===== src/rtl/deserializer_1to64_serdes.sv =====
`default_nettype none
// ============================================================================
// Module      : deserializer_1to64_serdes
// Description : Serial-to-parallel receiver. Collects a bit-valid-qualified
//               serial stream into WIDTH-bit words and hands each completed
//               word to downstream logic via a valid/ready holding register.
//               Words that complete while the holding register is still
//               occupied (and not being drained that cycle) are dropped and
//               flagged on a sticky overflow bit.
// Revision    : 1.0 - initial release
// ============================================================================
module deserializer_1to64_serdes #(
  parameter int WIDTH     = 64,
  parameter bit MSB_FIRST = 1'b1
) (
  input  logic             clk_serial,
  input  logic             rst,
  input  logic             serial_in,
  input  logic             serial_valid,
  input  logic             sync_clr,
  output logic [WIDTH-1:0] data_out,
  output logic             valid_out,
  input  logic             ready_in,
  output logic             busy,
  output logic             overflow
);

  localparam int CNT_W = $clog2(WIDTH);
  localparam logic [CNT_W-1:0] c_cnt_last = CNT_W'(WIDTH - 1);
  localparam logic [CNT_W-1:0] c_cnt_one  = CNT_W'(1);
  localparam logic [CNT_W-1:0] c_cnt_zero = '0;

  logic [WIDTH-1:0] r_shift;
  logic [CNT_W-1:0] r_bit_cnt;
  logic             r_busy;
  logic [WIDTH-1:0] r_data;
  logic             r_valid;
  logic             r_overflow;

  logic [WIDTH-1:0] w_shift_next;
  logic [CNT_W-1:0] w_cnt_next;
  logic             w_take_bit;
  logic             w_word_done;
  logic             w_loadable;
  logic             w_consume;

  // A bit is taken only when realign is not requested; realign wins.
  assign w_take_bit  = serial_valid && !sync_clr;
  assign w_word_done = w_take_bit && (r_bit_cnt == c_cnt_last);
  assign w_consume   = r_valid && ready_in;
  // The holding register can accept a new word if empty or draining now.
  assign w_loadable  = !r_valid || ready_in;

  // The shift direction decides where the first received bit ends up; the
  // completed word is the shifted value including the current bit.
  generate
    if (MSB_FIRST) begin : g_msb_first
      assign w_shift_next = {r_shift[WIDTH-2:0], serial_in};
    end else begin : g_lsb_first
      assign w_shift_next = {serial_in, r_shift[WIDTH-1:1]};
    end
  endgenerate

  // Next bit count: clear on realign, advance on a valid bit, wrap at the end.
  always_comb begin
    w_cnt_next = r_bit_cnt;
    if (sync_clr) begin
      w_cnt_next = c_cnt_zero;
    end else if (serial_valid) begin
      if (r_bit_cnt == c_cnt_last) begin
        w_cnt_next = c_cnt_zero;
      end else begin
        w_cnt_next = r_bit_cnt + c_cnt_one;
      end
    end
  end

  // Shift register and bit counter; busy tracks the counter's next value so
  // that it always equals (bit_cnt != 0) as seen from outside.
  always_ff @(posedge clk_serial) begin
    if (rst) begin
      r_shift   <= '0;
      r_bit_cnt <= c_cnt_zero;
      r_busy    <= 1'b0;
    end else begin
      if (sync_clr) begin
        r_shift <= '0;
      end else if (serial_valid) begin
        r_shift <= w_shift_next;
      end
      r_bit_cnt <= w_cnt_next;
      r_busy    <= (w_cnt_next != c_cnt_zero);
    end
  end

  // Output holding register: load a completed word when there is room,
  // otherwise release the current word once downstream accepts it.
  always_ff @(posedge clk_serial) begin
    if (rst) begin
      r_data  <= '0;
      r_valid <= 1'b0;
    end else if (w_word_done && w_loadable) begin
      r_data  <= w_shift_next;
      r_valid <= 1'b1;
    end else if (w_consume) begin
      r_valid <= 1'b0;
    end
  end

  // Sticky drop flag, cleared only by reset or realign.
  always_ff @(posedge clk_serial) begin
    if (rst) begin
      r_overflow <= 1'b0;
    end else if (sync_clr) begin
      r_overflow <= 1'b0;
    end else if (w_word_done && !w_loadable) begin
      r_overflow <= 1'b1;
    end
  end

  assign data_out  = r_data;
  assign valid_out = r_valid;
  assign busy      = r_busy;
  assign overflow  = r_overflow;

endmodule
`default_nettype wire


===== config.mk =====
export PLATFORM = sky130hd
export DESIGN_NAME = deserializer_1to64_serdes
export DESIGN_NICKNAME = d
export VERILOG_FILES = /design/src/rtl/deserializer_1to64_serdes.sv
export SDC_FILE = /design/constraint.sdc
export NUM_CORES = 1
export LEC_CHECK = 0
export ABC_AREA = 1
export BUFFER_PORTS_ARGS = -buffer_cell sky130_fd_sc_hd__buf_4
export CAP_MARGIN = 10
export CORE_ASPECT_RATIO = 1.5
export CORE_UTILIZATION = 35
export CTS_CLUSTER_SIZE = 12
export DETAILED_ROUTE_END_ITERATION = 16
export SLEW_MARGIN = 20
export SYNTH_ARGS = -nofsm -noshare
export SYNTH_HDL_FRONTEND = slang
export SYNTH_SLANG_ARGS = --single-unit

===== constraint.sdc =====
create_clock -name clk_serial -period 2.3 [get_ports clk_serial]
set_clock_uncertainty 0.2 [all_clocks]
set_input_delay 0.345 -clock clk_serial [delete_from_list [all_inputs] [get_ports clk_serial]]
set_output_delay 0.345 -clock clk_serial [all_outputs]
set_load 0.005 [all_outputs]

==> qor.yml <==
fill_cells: 1398
grt_pass1_wl_um: 19900
drive_gt1_share_pct: 18.4
antenna_found_initial: 0
postLayoutCellArea_sq_mm: 0.00629
dpl.hpwl_um: 7630
num_rows: 53
numCtsBuffers: 17
rrSetupSlack_ns: 0.41
cp_slowest_cell: "dfxtp_1"
fin_nets: 678
hp-class: "in2reg"
routedWlPerCell_um: 13.5
worstMarginPinSlew_ns: 0.488
num_vias: 4346
switching_share_pct: 20.6
slew_viol_final: 0
synth_top_area_share_pct: 53.7
pwr-share-seq_pct: 44.0
min_from: "serial_in"
crit_fanout: 32
syn_nets: 626
path_class: "reg2reg"
p_leak_nw: 2.23
powerDensity_mw_per_mm2: 863
fmax_mhz: 530
drv_cap: 0
status: "finished, final reports clean"
cts_root_buf: "clkbuf_16"
ios: 73
arrival_ns: 2.02
antenna_left: 0
cp.depth: 6
cts_tree: "done"
pwr-share-clk_pct: 53.3
period_share_pct: 82.0
core-area_sq_mm: 0.0141
placed_area_sq_mm: 0.00565
drc_errors: 0
power_frac_comb_pct: 2.8
grt_max_degree: 48
crit_buf_inv: 1
finalSetupTns_ns: 0
hold_buffers: 0
viasPerCell: 4.96
cp_cell_sequence: "ha_1, nand2_1, nor3_4, buf_4, nand4_1, a21oi_1"
cts.sinks: 136
first_iter_violations: 283
synth.top_cells.by_area: "dfxtp_1, a21oi_1, nand2_1"
postCtsSetupRepairBufs: 0
syn_avg_cell_area_sq_um: 8.19
die_h_um: 149
cts_max_level: 4
die_width_um: 100
insertion_delay_ns: 0.41
crit_end: "data_out[21]$_SDFFE_PP0P_"
crit_path_start: "r_bit_cnt[0]$_SDFF_PP0_"
max_slew_margin_pct: 67.5
grt_use_total_pct: 16.7
hold_viol: 0
worstRegToRegCells: 6
netlist_area_sq_mm: 0.00507
synth_cells: 619
yosysWarnings: 0
power_mw: 5.43
report.final.setup_viol: 0
io_buffers: 72
critPathRequiredTime_ns: 2.43
internal_power_mw: 4.31
cp-start-kind: "flip-flop"
min_period_ns: 1.89
clkTransAtPathRegs_ns: 0.06
cp-end-kind: "flip-flop"
first_pass_iters: 4
power_switching_mw: 1.12
yosysUniqueCellTypes: 26
synth_area_leader_cell: "dfxtp_1"
rr_endpoint: "data_out[21]$_SDFFE_PP0P_"
die_area_sq_mm: 0.0150
crit_family: "simple AND/OR/NAND/NOR gates"
postCtsResizedCells: 0
hold_depth: 3
clockBufferDepth: 2
num_antenna_cells: 0
reg2reg_from: "r_bit_cnt[0]$_SDFF_PP0_"
peakVddDrop_uv: 485
timing.critical_path.slowest_cell_delay_ns: 0.37
rsz0062_at_grt: "false"
gr-total-overflow: 0
area_delta_synth_final_pct: 24.0
routed_wirelength_um: 11800
initial_core_util_pct: 36.1
ys_ff_latch: 136
synth_seq_area_share_pct: 53.7
place.gp.congestion: 0.745
grt_pass1_vias: 4176
==> through the flow <==
step           setup slack, ns  util [%]  std cells  hold WS, ns
2_1_floorplan            0.659         -        619        0.242
3_3_place_gp             0.487      40.2        844        0.254
3_5_place_dp             0.419      40.2        844        0.255
4_1_cts                  0.396      44.7        876      0.00966
5_1_grt                  0.184      44.7        876       0.0345
6_report                 0.413      44.7        876       0.0293
==> routing by layer <==
metal	wire length, um	up-vias	GRT usage, %
met5	0	-	0
met4	158	0	5.22
met3	494	9	4.30
met2	5940	91	29.3
met1	5240	2037	19.6
li1	-	2209	-
==> area by class of cell <==
class | instances | area, sq um | share of cell area (%)
inverters | 19 | 71.3 | 1.13
flip-flops and latches | 136 | 2720 | 43.3
clock inverters | 11 | 168 | 2.67
repair buffers | 89 | 668 | 10.6
clock buffers | 21 | 470 | 7.48
multi-input cells | 408 | 1950 | 31.0
well taps | 192 | 240 | 3.82
==> kinds of logic (layout without fill, tap and decap cells) <==
| family | count (synthesis) | after routing | synth area share (%) |
|---|---|---|---|
| adder cells (fa/ha/maj) | 1 | 1 | 0.247 |
| flip-flops | 136 | 136 | 53.7 |
| AO/OA/AOI/OAI | 155 | 155 | 15.4 |
| XOR/XNOR | 1 | 1 | 0.173 |
| AND/OR/NAND/NOR | 251 | 251 | 22.2 |
| buffers and inverters | 75 | 140 | 8.29 |
==> worst min-delay path, stage by stage <==
cell,delay (ns)
buf_4,0.12
nand2_1,0.06
a21oi_1,0.06
==> cell usage in the layout, fill, tap and decap left out, types with 3 or more instances in the layout <==
cell and count:
clkbuf_8 3, nor2_1 16, a21oi_1 129, nor3_1 3, clkbuf_16 17, bufinv_16 4, nand4_1 64, buf_4 89
clkinv_2 3, inv_1 16, o21ai_0 23, nand2_1 159, dfxtp_1 136, nand3_1 4
==> power groups by stage <==
stage,logic [mW],registers (mW),clock network (mW)
floorplan,0.111,2.43,0
global placement,0.147,2.44,0
detailed placement,0.150,2.44,0
CTS,0.151,2.39,2.94
global route,0.168,2.39,3.06
finish,0.149,2.39,2.89
==> flip-flops by register name, summed over array words and instances, names as in the netlist <==
name       cells
busy           1
data_out      64
overflow       1
r_bit_cnt      6
r_shift       63
valid_out      1
==> cells in the mapped netlist (all sizes together) <==
cell type	instances
nand2	159
dfxtp	136
a21oi	129
nand4	64
buf	34
o21ai	23
clkbuf	22
inv	18
nor2	18
nand3	5
nor3	4
a211oi	1
clkinv	1
ha	1
nand3b	1
o21a	1
o21bai	1
xor2	1
==> worst min path at each step <==
stage,to,slack [ns]
5_1_grt,data_out[0]$_SDFFE_PP0P_,0.03
4_1_cts,r_shift[0]$_SDFFE_PP0P_,0.01
2_1_floorplan,r_shift[62]$_SDFFE_PP0P_,0.24
3_5_place_dp,data_out[36]$_SDFFE_PP0P_,0.26
6_report,r_shift[0]$_SDFFE_PP0P_,0.03
3_3_place_gp,data_out[61]$_SDFFE_PP0P_,0.25
No activity file was read; power rests on OpenSTA's default activity.
